$ cat src/rtl/bp_lce_msg_arbiter_pkg.sv
// Shared types and helpers for the LCE-to-CCE message arbiter.
// Imported by the interface, the grant selector and the top.
package bp_lce_msg_arbiter_pkg;

    typedef enum logic [0:0] {
        e_arb_rr    = 1'b0,
        e_arb_fixed = 1'b1
    } bp_arb_mode_e;

    // Starvation limits are at most 255, so 8 bits covers every legal counter value.
    localparam int cnt_width_gp = 8;

    function automatic int id_width_f(input int n);
        return (n > 1) ? $clog2(n) : 1;
    endfunction

    function automatic logic [cnt_width_gp-1:0] sat_inc_f(
        input logic [cnt_width_gp-1:0] cnt,
        input logic [cnt_width_gp-1:0] limit
    );
        return (cnt >= limit) ? cnt : cnt + 8'd1;
    endfunction

endpackage

$ cat src/rtl/bp_lce_msg_arbiter_if.sv
// Handshake bundle between the LCE sub-units (packed sources) and the arbitrated network side.
// The slave modport is the arbiter's view; master is the surrounding logic's view.
interface bp_lce_msg_arbiter_if
    import bp_lce_msg_arbiter_pkg::*;
#(
    parameter int num_src_p   = 2,
    parameter int msg_width_p = 64
);
    localparam int id_width_lp = id_width_f(num_src_p);

    logic [num_src_p*msg_width_p-1:0] msg_i;
    logic [num_src_p-1:0]             v_i;
    logic [num_src_p-1:0]             ready_o;
    logic [msg_width_p-1:0]           msg_o;
    logic                             v_o;
    logic                             ready_i;
    logic [id_width_lp-1:0]           grant_id_o;

    modport slave (
        input  msg_i, v_i, ready_i,
        output ready_o, msg_o, v_o, grant_id_o
    );

    modport master (
        output msg_i, v_i, ready_i,
        input  ready_o, msg_o, v_o, grant_id_o
    );

endinterface

$ cat src/rtl/bp_lce_msg_arb_sel.sv
// Purely combinational grant selection: round-robin after ptr, or lowest index with
// starved sources taking precedence in fixed mode.
module bp_lce_msg_arb_sel
    import bp_lce_msg_arbiter_pkg::*;
#(
    parameter int num_src_p = 2,
    parameter int id_width_lp = id_width_f(num_src_p)
) (
    input  logic [num_src_p-1:0]   nonempty_i,
    input  logic [id_width_lp-1:0] ptr_i,
    input  logic [num_src_p-1:0]   starved_i,
    input  bp_arb_mode_e           mode_i,
    output logic [num_src_p-1:0]   grant_o,
    output logic [id_width_lp-1:0] grant_id_o,
    output logic                   v_o
);
    logic [num_src_p-1:0] cand_s;
    logic [num_src_p-1:0] starved_pend_s;
    int                   start_s;

    // Candidate set and search origin, then a reverse scan so the first candidate in search order wins.
    always_comb begin
        starved_pend_s = starved_i & nonempty_i;
        case (mode_i)
            e_arb_fixed: begin
                cand_s  = (|starved_pend_s) ? starved_pend_s : nonempty_i;
                start_s = 0;
            end
            e_arb_rr: begin
                cand_s  = nonempty_i;
                start_s = (int'(ptr_i) + 1) % num_src_p;
            end
            default: begin
                cand_s  = nonempty_i;
                start_s = (int'(ptr_i) + 1) % num_src_p;
            end
        endcase

        grant_id_o = '0;
        for (int i = num_src_p - 1; i >= 0; i--) begin
            int idx;
            idx        = (start_s + i) % num_src_p;
            grant_id_o = cand_s[idx] ? id_width_lp'(idx) : grant_id_o;
        end

        v_o     = |cand_s;
        grant_o = v_o ? ({{(num_src_p-1){1'b0}}, 1'b1} << grant_id_o) : '0;
    end

endmodule

$ cat src/rtl/bp_lce_msg_arbiter_chk.sv
// Simulation-only protocol and parameter checks for the LCE message arbiter.
module bp_lce_msg_arbiter_chk #(
    parameter int num_src_p = 2,
    parameter int els_p     = 2
) (
    input logic                 clk_i,
    input logic                 reset_n_i,
    input logic [num_src_p-1:0] v_i,
    input logic [num_src_p-1:0] ready_o
);
    a_params: assert property (@(posedge clk_i)
        (num_src_p >= 2) && ((els_p & (els_p - 1)) == 0));

    for (genvar k = 0; k < num_src_p; k++) begin : g_hold
        a_v_hold: assert property (@(posedge clk_i) disable iff (!reset_n_i)
            (v_i[k] && !ready_o[k]) |=> v_i[k]);
    end

endmodule

$ cat src/rtl/bsg_fifo_1r1w_small.sv
// Small one-read one-write FIFO with a combinational head; full/empty come from
// wrap-bit pointers so every one of the els_p slots is usable.
module bsg_fifo_1r1w_small #(
    parameter int width_p = 64,
    parameter int els_p   = 2
) (
    input  logic               clk_i,
    input  logic               reset_n_i,
    input  logic               v_i,
    input  logic [width_p-1:0] data_i,
    output logic               ready_o,
    output logic               v_o,
    output logic [width_p-1:0] data_o,
    input  logic               yumi_i
);
    localparam int lg_els_lp = (els_p > 1) ? $clog2(els_p) : 1;

    logic [width_p-1:0] mem_r [els_p];
    logic [lg_els_lp:0] wptr_r;
    logic [lg_els_lp:0] rptr_r;
    logic               enq_s;
    logic               deq_s;

    assign ready_o = ~((wptr_r[lg_els_lp] != rptr_r[lg_els_lp])
                       && (wptr_r[lg_els_lp-1:0] == rptr_r[lg_els_lp-1:0]));
    assign v_o     = (wptr_r != rptr_r);
    assign enq_s   = v_i & ready_o;
    assign deq_s   = yumi_i & v_o;
    assign data_o  = mem_r[rptr_r[lg_els_lp-1:0]];

    // Storage write; contents need no reset because v_o gates every read.
    always_ff @(posedge clk_i) begin
        if (enq_s) begin
            mem_r[wptr_r[lg_els_lp-1:0]] <= data_i;
        end
    end

    // Read and write pointers, including the wrap bit.
    always_ff @(posedge clk_i or negedge reset_n_i) begin
        if (!reset_n_i) begin
            wptr_r <= '0;
            rptr_r <= '0;
        end else begin
            if (enq_s) begin
                wptr_r <= wptr_r + {{lg_els_lp{1'b0}}, 1'b1};
            end
            if (deq_s) begin
                rptr_r <= rptr_r + {{lg_els_lp{1'b0}}, 1'b1};
            end
        end
    end

endmodule

$ cat src/rtl/bp_lce_msg_arbiter.sv
// N-source arbiter for LCE-to-CCE message channels: per-source FIFOs, round-robin or
// starvation-guarded fixed priority, and a single registered ready/valid output stage.
module bp_lce_msg_arbiter
    import bp_lce_msg_arbiter_pkg::*;
#(
    parameter int num_src_p      = 2,
    parameter int msg_width_p    = 64,
    parameter int els_p          = 2,
    parameter int starve_limit_p = 8
) (
    input  logic                clk_i,
    input  logic                reset_n_i,
    input  logic                mode_i,
    bp_lce_msg_arbiter_if.slave link
);
    localparam int id_width_lp = id_width_f(num_src_p);
    localparam logic [cnt_width_gp-1:0] starve_limit_lp = cnt_width_gp'(starve_limit_p);

    logic [num_src_p-1:0]    fifo_ready_s;
    logic [num_src_p-1:0]    nonempty_s;
    logic [num_src_p-1:0]    enq_s;
    logic [num_src_p-1:0]    deq_s;
    logic [num_src_p-1:0]    starved_s;
    logic [num_src_p-1:0]    grant_s;
    logic [msg_width_p-1:0]  head_s [num_src_p];
    logic [id_width_lp-1:0]  grant_id_s;
    logic                    any_s;
    logic                    load_en_s;
    bp_arb_mode_e            mode_s;

    logic                    ready_en_r;
    logic                    v_r;
    logic [msg_width_p-1:0]  msg_r;
    logic [id_width_lp-1:0]  grant_id_r;
    logic [id_width_lp-1:0]  ptr_r;
    logic [cnt_width_gp-1:0] cnt_r [num_src_p];

    assign mode_s    = bp_arb_mode_e'(mode_i);
    assign load_en_s = ~v_r | link.ready_i;
    assign enq_s     = link.v_i & link.ready_o;
    assign deq_s     = grant_s & {num_src_p{load_en_s}};

    for (genvar k = 0; k < num_src_p; k++) begin : g_src
        bsg_fifo_1r1w_small #(
            .width_p(msg_width_p),
            .els_p  (els_p)
        ) fifo (
            .clk_i    (clk_i),
            .reset_n_i(reset_n_i),
            .v_i      (enq_s[k]),
            .data_i   (link.msg_i[k*msg_width_p +: msg_width_p]),
            .ready_o  (fifo_ready_s[k]),
            .v_o      (nonempty_s[k]),
            .data_o   (head_s[k]),
            .yumi_i   (deq_s[k])
        );

        assign starved_s[k] = (cnt_r[k] == starve_limit_lp);
    end

    bp_lce_msg_arb_sel #(
        .num_src_p(num_src_p)
    ) sel (
        .nonempty_i(nonempty_s),
        .ptr_i     (ptr_r),
        .starved_i (starved_s),
        .mode_i    (mode_s),
        .grant_o   (grant_s),
        .grant_id_o(grant_id_s),
        .v_o       (any_s)
    );

    // Holds ready_o low until the first edge after reset release.
    always_ff @(posedge clk_i or negedge reset_n_i) begin
        if (!reset_n_i) begin
            ready_en_r <= 1'b0;
        end else begin
            ready_en_r <= 1'b1;
        end
    end

    // Output stage and last-granted pointer; the pointer follows every grant in either mode.
    always_ff @(posedge clk_i or negedge reset_n_i) begin
        if (!reset_n_i) begin
            v_r        <= 1'b0;
            msg_r      <= '0;
            grant_id_r <= '0;
            ptr_r      <= id_width_lp'(num_src_p - 1);
        end else if (load_en_s) begin
            if (any_s) begin
                v_r        <= 1'b1;
                msg_r      <= head_s[grant_id_s];
                grant_id_r <= grant_id_s;
                ptr_r      <= grant_id_s;
            end else begin
                v_r        <= 1'b0;
            end
        end
    end

    // Starvation counters only move in fixed mode; round-robin freezes them in place.
    always_ff @(posedge clk_i or negedge reset_n_i) begin
        if (!reset_n_i) begin
            for (int k = 0; k < num_src_p; k++) begin
                cnt_r[k] <= '0;
            end
        end else if (mode_s == e_arb_fixed) begin
            for (int k = 0; k < num_src_p; k++) begin
                if (!nonempty_s[k] || (load_en_s && grant_s[k])) begin
                    cnt_r[k] <= '0;
                end else if (load_en_s) begin
                    cnt_r[k] <= sat_inc_f(cnt_r[k], starve_limit_lp);
                end
            end
        end
    end

    assign link.ready_o    = fifo_ready_s & {num_src_p{ready_en_r}};
    assign link.v_o        = v_r;
    assign link.msg_o      = msg_r;
    assign link.grant_id_o = grant_id_r;

    bp_lce_msg_arbiter_chk #(
        .num_src_p(num_src_p),
        .els_p    (els_p)
    ) chk (
        .clk_i    (clk_i),
        .reset_n_i(reset_n_i),
        .v_i      (link.v_i),
        .ready_o  (link.ready_o)
    );

endmodule

$ cat src/flat_wrapper.sv
// flat-port wrapper written by rule: the top's interface ports become plain ports
module bp_lce_msg_arbiter_flat import bp_lce_msg_arbiter_pkg::*;
#(
    parameter int num_src_p      = 2,
    parameter int msg_width_p    = 64,
    parameter int els_p          = 2,
    parameter int starve_limit_p = 8
)
  (clk_i, reset_n_i, mode_i, link_msg_i, link_v_i, link_ready_i, link_ready_o, link_msg_o, link_v_o, link_grant_id_o);
  bp_lce_msg_arbiter_if #(.num_src_p(num_src_p), .msg_width_p(msg_width_p)) link_i ();
  input  logic clk_i;
  input  logic reset_n_i;
  input  logic mode_i;
  input wire logic [$bits(link_i.msg_i)-1:0] link_msg_i;
  input wire logic [$bits(link_i.v_i)-1:0] link_v_i;
  input wire logic [$bits(link_i.ready_i)-1:0] link_ready_i;
  output wire logic [$bits(link_i.ready_o)-1:0] link_ready_o;
  output wire logic [$bits(link_i.msg_o)-1:0] link_msg_o;
  output wire logic [$bits(link_i.v_o)-1:0] link_v_o;
  output wire logic [$bits(link_i.grant_id_o)-1:0] link_grant_id_o;
  assign link_i.msg_i = link_msg_i;
  assign link_i.v_i = link_v_i;
  assign link_i.ready_i = link_ready_i;
  assign link_ready_o = link_i.ready_o;
  assign link_msg_o = link_i.msg_o;
  assign link_v_o = link_i.v_o;
  assign link_grant_id_o = link_i.grant_id_o;
  bp_lce_msg_arbiter #(.num_src_p(num_src_p), .msg_width_p(msg_width_p), .els_p(els_p), .starve_limit_p(starve_limit_p)) u_core (.clk_i(clk_i), .reset_n_i(reset_n_i), .mode_i(mode_i), .link(link_i));
endmodule
$ cat config.mk
export PLATFORM = sky130hd
export DESIGN_NAME = bp_lce_msg_arbiter_flat
export DESIGN_NICKNAME = d
export VERILOG_FILES = /design/src/rtl/bp_lce_msg_arbiter_pkg.sv /design/src/rtl/bp_lce_msg_arbiter_if.sv /design/src/rtl/bp_lce_msg_arb_sel.sv /design/src/rtl/bp_lce_msg_arbiter_chk.sv /design/src/rtl/bsg_fifo_1r1w_small.sv /design/src/rtl/bp_lce_msg_arbiter.sv /design/src/flat_wrapper.sv
export SDC_FILE = /design/constraint.sdc
export NUM_CORES = 1
export LEC_CHECK = 0
export ABC_AREA = 0
export CAP_MARGIN = 20
export CORE_ASPECT_RATIO = 1.25
export CORE_MARGIN = 10
export CORE_UTILIZATION = 45
export DETAILED_ROUTE_END_ITERATION = 12
export DONT_BUFFER_PORTS = 1
export PLACE_DENSITY = 0.62
export SYNTH_ARGS = -nofsm -noshare
export SYNTH_HDL_FRONTEND = slang
export SYNTH_SLANG_ARGS = --single-unit
$ cat constraint.sdc
create_clock -name clk_i -period 5.2 [get_ports clk_i]
set_input_delay 0.78 -clock clk_i [delete_from_list [all_inputs] [get_ports clk_i]]
set_output_delay 0.78 -clock clk_i [all_outputs]
set_load 0.005 [all_outputs]
Word-level counts from Yosys, hierarchy flattened. Memory sizes are Yosys's and may differ from the RTL's. Cells that the tools add are included.

$lt $le $gt $ge: 5. Bitwise logic cells: 17. Multiplexer cells: 26. Reductions and logical operators: 15. Shift operators: 1. Eq/ne operators: 10. Add/subtract/negate cells: 8.

Operator list (number): $mux W64 (3); $pmux W32 S2 (1); $mux W8 (6); $add A32 B2 Y32 const B (1); $add A8 B1 Y8 const B (2); $eq A8 B4 Y1 const B (2); $ge A8 B4 Y1 const B (2); $mux W1 (13); $add A2 B1 Y2 const B (4); $and A2 B2 Y2 (4); $and A1 B1 Y1 (6); $lt A2 B3 Y1 const B (2); $reduce_and A3 Y1 (2); $logic_and A1 B1 Y1 (4); $mux W2 (2); $ne A2 B1 Y1 const B (2); $ne A2 B2 Y1 (2); $not A1 Y1 (4); $pmux W2 S2 (1); $reduce_bool A2 Y1 (2); $reduce_or A2 Y1 (2); $eq A1 B1 Y1 (2); $ge A2 B2 Y1 const B (1); $logic_not A1 Y1 (2); 8 further kinds (10).

RAM bits: 256. Memories: 2. Logic and storage cells: 95. Input port bits: 134. Flip-flop bits (word level): 92. Output and inout bits: 68.

Memory list: u_core.g_src[0].fifo.mem_r (depth 2, bits a word 64, rd ports 1, clocked after Yosys merged registers in 0, wr ports 1, line bsg_fifo_1r1w_small.sv:18) `logic [width_p-1:0] mem_r [els_p];`; u_core.g_src[1].fifo.mem_r (depth 2, bits a word 64, rd ports 1, clocked after Yosys merged registers in 0, wr ports 1, line bsg_fifo_1r1w_small.sv:18).

Logic depth before layout (Yosys ltp).
Depth in word-level cells: 16. Mapped depth: 9. Mapped depth without buffers: 7.

Cells and area by module. A second synthesis with hierarchy kept.

Cells, all modules: 849. Area, all modules: 13928.4 um^2.

By module, submodules not included: bsg_fifo_1r1w_small (instances 2, seq. area each 3943.8 um^2, area an instance 4921.0 um^2, cells an instance 227); bp_lce_msg_arbiter (instances 1, seq. area each 2103.3 um^2, area an instance 4032.6 um^2, cells an instance 387); bp_lce_msg_arb_sel (instances 1, seq. area each 0.0 um^2, area an instance 53.8 um^2, cells an instance 8).

Worst setup path after synthesis. Ideal clock, no wire load.

Kind: reg2reg. Start point: register u_core.g_src[0].fifo.rptr_r[0]. End point: memory u_core.g_src[0].fifo.mem_r[0][0] (enable). Setup time: 0.486 ns. Stages on the path, launching flop included: 7. Arrival time: 3.745 ns. Path buffers: 1. Required time: 4.714 ns. Slack: 0.969 ns. Period minus slack after synthesis: 4.231 ns. Cell sequence: dfrtp_1 clkbuf_1 xnor2_1 nor2b_1 nor2b_1 nand2_1 nor2_1.

Longest elaborated chain between the ends: 8.

RTL lines: start: declaration (line bsg_fifo_1r1w_small.sv:20) `logic [lg_els_lp:0] rptr_r;`; start signal: assignment (line bsg_fifo_1r1w_small.sv:48) `rptr_r <= rptr_r + {{lg_els_lp{1'b0}}, 1'b1};`; $eq A1 B1 Y1 (line bsg_fifo_1r1w_small.sv:25) `&& (wptr_r[lg_els_lp-1:0] == rptr_r[lg_els_lp-1:0]));`; $logic_and A1 B1 Y1 (line bsg_fifo_1r1w_small.sv:25); $not A1 Y1 (line bsg_fifo_1r1w_small.sv:24) `assign ready_o = ~((wptr_r[lg_els_lp] != rptr_r[lg_els_lp])`; $and A2 B2 Y2 (line bp_lce_msg_arbiter.sv:118) `assign link.ready_o = fifo_ready_s & {num_src_p{ready_en_r}};`; net link_ready_o[0] (line flat_wrapper.sv:17) `output wire logic [$bits(link_i.ready_o)-1:0] link_ready_o;`; $and A2 B2 Y2 (line bp_lce_msg_arbiter.sv:40) `assign enq_s = link.v_i & link.ready_o;`; $and A1 B1 Y1 (line bsg_fifo_1r1w_small.sv:27) `assign enq_s = v_i & ready_o;`; $mux W1 (line bsg_fifo_1r1w_small.sv:33) `if (enq_s) begin`; $mux W1 (implied by the code) (line bsg_fifo_1r1w_small.sv:34) `mem_r[wptr_r[lg_els_lp-1:0]] <= data_i;`; end: declaration (line bsg_fifo_1r1w_small.sv:18).

The timed path passes the listed nets, and every way through them passes these cells.

Final worst setup path.
Start point: register u_core.g_src[1].fifo.rptr_r[0]. End point: register u_core.msg_r[37], in the netlist u_core.link.msg_o[37].

Longest elaborated chain between the ends: 14. Elaborated cells on any way between the ends: 20. Classes of those cells: 1 x eq/ne; 13 x mux; 2 x bitwise; 3 x reduce/logical; 1 x memory.

RTL lines: start: declaration (line bsg_fifo_1r1w_small.sv:20); start signal: assignment (line bsg_fifo_1r1w_small.sv:48); $ne A2 B2 Y1 (line bsg_fifo_1r1w_small.sv:26) `assign v_o = (wptr_r != rptr_r);`; $and A2 B2 Y2 (line bp_lce_msg_arb_sel.sv:23) `starved_pend_s = starved_i & nonempty_i;`; $reduce_or A2 Y1 (line bp_lce_msg_arb_sel.sv:26) `cand_s = (|starved_pend_s) ? starved_pend_s : nonempty_i;`; $mux W2 (line bp_lce_msg_arb_sel.sv:26); $pmux W2 S2 (line bp_lce_msg_arb_sel.sv:24) `case (mode_i)`; $mux W1 (implied by the code) (3 in series) (line bp_lce_msg_arb_sel.sv:43) `grant_id_o = cand_s[idx] ? id_width_lp'(idx) : grant_id_o;`; $mux W1 (2 in series) (line bp_lce_msg_arb_sel.sv:43); $not A1 Y2 (implied by the code) (line bp_lce_msg_arbiter.sv:92) `msg_r <= head_s[grant_id_s];`; $mux W64 (implied by the code) (3 in series) (line bp_lce_msg_arbiter.sv:92); end signal: assignment (line bp_lce_msg_arbiter.sv:92); end: declaration (line bp_lce_msg_arbiter.sv:33) `logic [msg_width_p-1:0] msg_r;`.

Several ways; a longest one is shown, not always the timed one. The select of a mux whose other input is x is not followed. A chain may end at the register's enable or synchronous reset.

==> reports/summary.md <==
- finished, final reports clean — run status
- 3.35 ns — minimum clock period after layout
- 0.06 ns — clock transition at the registers of the reported paths
- 202 — I/O pin count
- 35 — CTS Buf Count
- 1.85 ns — Final Worst Setup Slack
- 212 um — Die Ht
- 0.755 — part of the Yosys area used for sequential elements
- 5 — number of iterations in the first detailed-routing pass
- 70 — standard-cell rows
- 0 — number of buffers inserted by port buffering
- 313 — DRT iter0 DRCs
- 29200 um — Routed WL
- 17.9 sq um — mean instance size in the synthesized netlist
- 421 uV — Worst IR Drop VDD
- 0 — Warnings, synthesis
- flop — category of the worst setup path launch point
- 0.111 ns — tightest hold margin
- 0.507 — fin util
- 43 — Yosys cell types
- 886 — Post-layout nets
- 0 — number of buffers added for setup after CTS
- 173 um — die outline width
- 6953 — number of global-route vias before repair
- 43500 um — global-route wire length before repair
- 0.160 — share of final-layout standard cells stronger than drive strength 1
- 11.7% — Area Overhead vs Synth
- input pin to async pin — kind of path behind the tightest hold check
- flop — kind of end point of the critical path
- 0 — Maximum Capacitance Violations
- sky130_fd_sc_hd__edfxtp_1 — leading cell type in the layout, fill and taps excluded
- 1.06 ns — transition time of the tightest slew-check pin
- 0.264 — async set-reset flop share out of synthesis
- 1 — number of buffers inserted for hold repair after clock tree synthesis
- 92 — maximum number of pins on one net before global-route repair
- 5.36 nW — Leak
- 3 — largest buffer count on any clock path
- 2 — H-tree lvl count
- 14800 sq um — Final Cell Area
- sky130_fd_sc_hd__edfxtp_1 — main flop type after synthesis
- 0 — number of antenna violations at the first check in global routing
- 1105 — placed cells
- 603 nW/um^2 — pwr/cell area
- 1171 — number of standard cells in the final layout excluding fillers
- sky130_fd_sc_hd__edfxtp_1 — biggest area consumer among synthesized cells
- 29200 sq um — Core ar.
- 0.296 — Worst slew margin
- 6444 — total via count in the routed design
- 5.50 — routed via count divided by cell count
- 48 — worst-path fanout max
- 0 — total of endpoints with negative setup slack in the final report
- 0.581 — top cell type's share of synthesized area
- 8.92 mW — power after layout
- 299 MHz — fmax
- 0.773 — placer congestion estimate
- 0.454 — initial cell density of the core
- 13600 sq um — total placed instance area
- 10000 sq um — Seq. cell area
- 256 — count of flip-flops with a built-in enable after synthesis
- built — CTS tree
- 348 — Synth Register Bits
- sky130_fd_sc_hd__edfxtp_1, sky130_fd_sc_hd__dfrtp_1, sky130_fd_sc_hd__mux2i_1, sky130_fd_sc_hd__o221ai_2, sky130_fd_sc_hd__nand2_1 — cell types with the largest area share after synthesis
- flop to flop — category of the critical setup timing path
- 13200 sq um — combined area of all synthesized cells
- 0.644 — part of the cycle the worst path needs
- 741 — instance count of the mapped netlist
- sky130_fd_sc_hd__clkbuf_16 — CTS Root Cell
- 0 — residual overflow from global routing
- 0 — Resized cells post-CTS
- 18000 um — HPWL after detailed placement
- 36700 sq um — area of the die
- 0 — final max-slew violation count
- sky130_fd_sc_hd__edfxtp_1, sky130_fd_sc_hd__mux2i_1, sky130_fd_sc_hd__dfrtp_1 — commonest cells after routing, fill and taps aside
- 3.71 ns — data arrival time of the worst path
- 24.9 um — average wire per standard cell
- 0 — DRC viols
- 0 — final antenna-violating net count
- 0 — total count of hold-check failures in the final report
- 5.56 ns — Critical Path RT
- 348 — CTS Sinks
- 0 — antenna diode instance count
- 0.155 — overall track demand over capacity in global routing
- 1.83 ns — worst slack at placement
- 3060 sq um — Multi-input gate area
- 879 — number of nets in the synthesized netlist
- 2395 — Layout fillers
- false — RSZ-0062 raised after global routing
- 0.51 ns — clk_lat worst skew
- 0 ns — setup total negative slack
- 0.0174 ns — worst clock skew
## synth_stat cells (2+ instances only)
cell type and count:
sky130_fd_sc_hd__xor2_1 7, sky130_fd_sc_hd__buf_6 6, sky130_fd_sc_hd__a21oi_1 5, sky130_fd_sc_hd__o221ai_2 50
sky130_fd_sc_hd__nand4_1 2, sky130_fd_sc_hd__ha_1 4, sky130_fd_sc_hd__nand3_1 3, sky130_fd_sc_hd__mux2i_1 128
sky130_fd_sc_hd__o221ai_1 15, sky130_fd_sc_hd__o21ai_0 3, sky130_fd_sc_hd__nand2_1 75, sky130_fd_sc_hd__nor3b_1 2
sky130_fd_sc_hd__buf_2 7, sky130_fd_sc_hd__a31oi_1 2, sky130_fd_sc_hd__a21boi_0 6, sky130_fd_sc_hd__dfrtp_1 91
sky130_fd_sc_hd__inv_1 5, sky130_fd_sc_hd__nor3_1 2, sky130_fd_sc_hd__and3_1 4, sky130_fd_sc_hd__clkbuf_1 26
sky130_fd_sc_hd__edfxtp_1 256, sky130_fd_sc_hd__nor2b_1 6, sky130_fd_sc_hd__xnor2_1 10, sky130_fd_sc_hd__nor2_1 7
## critical path, cell delays in order, from the launching register on
cell	delay (ns)
sky130_fd_sc_hd__dfrtp_4	0.76
sky130_fd_sc_hd__xor2_1	0.30
sky130_fd_sc_hd__o211ai_1	0.19
sky130_fd_sc_hd__o31ai_2	0.36
sky130_fd_sc_hd__or3b_4	0.84
sky130_fd_sc_hd__buf_4	0.47
sky130_fd_sc_hd__o221ai_2	0.15
## kinds of logic after synthesis
| logic type | share of synthesized area |
|---|---|
| flip-flops | 0.755 |
| multiplexers | 0.0968 |
| AND/OR/NAND/NOR | 0.0379 |
| AO/OA/AOI/OAI | 0.0785 |
| buffers and inverters | 0.0168 |
| XOR/XNOR | 0.0112 |
| adder cells (fa/ha/maj) | 0.00378 |
| other | 0.000283 |
## path summary, 6_finish.rpt
check | cells after the start | endpoint | from | slack [ns]
min reg2reg | 2 | u_core.ptr_r | u_core.ptr_r | 0.47
min in group clk_i | 1 | u_core.cnt_r[0] | mode_i | 0.35
max reg2reg | 6 | u_core.link.msg_o[37] | u_core.g_src[1].fifo.rptr_r[0] | 1.85
max in group asynchronous | 1 | u_core.g_src[0].fifo.rptr_r[0] | reset_n_i | 4.59
max | 6 | u_core.link.msg_o[37] | u_core.g_src[1].fifo.rptr_r[0] | 1.85
min | 0 | u_core.ptr_r | reset_n_i | 0.11
## flip-flops by register name (all words and copies together) (netlist names)
name and cells:
u_core.link.msg_o 64, u_core.ready_en_r 1, u_core.link.v_o 1, u_core.g_src.fifo.rptr_r 4
u_core.g_src.fifo.mem_r 256, u_core.ptr_r 1, u_core.cnt_r 16, u_core.g_src.fifo.wptr_r 4
u_core.link.grant_id_o 1
## layer usage
layer,GRT usage,share of wire
met2,0.284,0.54
met5,0,0
met1,0.161,0.35
met4,0.0628,0.032
met3,0.0508,0.078
## where the power goes
group / total [mW] / switching [mW] / internal, mW / leakage, nW
Sequential: 4.22 / 0.515 / 3.71 / 3.48
Clock: 2.34 / 1.00 / 1.34 / 0.525
Combinational: 2.35 / 1.43 / 0.928 / 1.35
Total: 8.92 / 2.94 / 5.98 / 5.36
## layout make-up
cell class,instances,share of cell area
sequential,348,0.676
multi-input combinational,348,0.207
clock inverter,12,0.00550
inverter,5,0.00127
tap,396,0.0335
timing repair buffer,10,0.00863
clock buffer,52,0.0677
No activity file was read; power rests on OpenSTA's default activity.
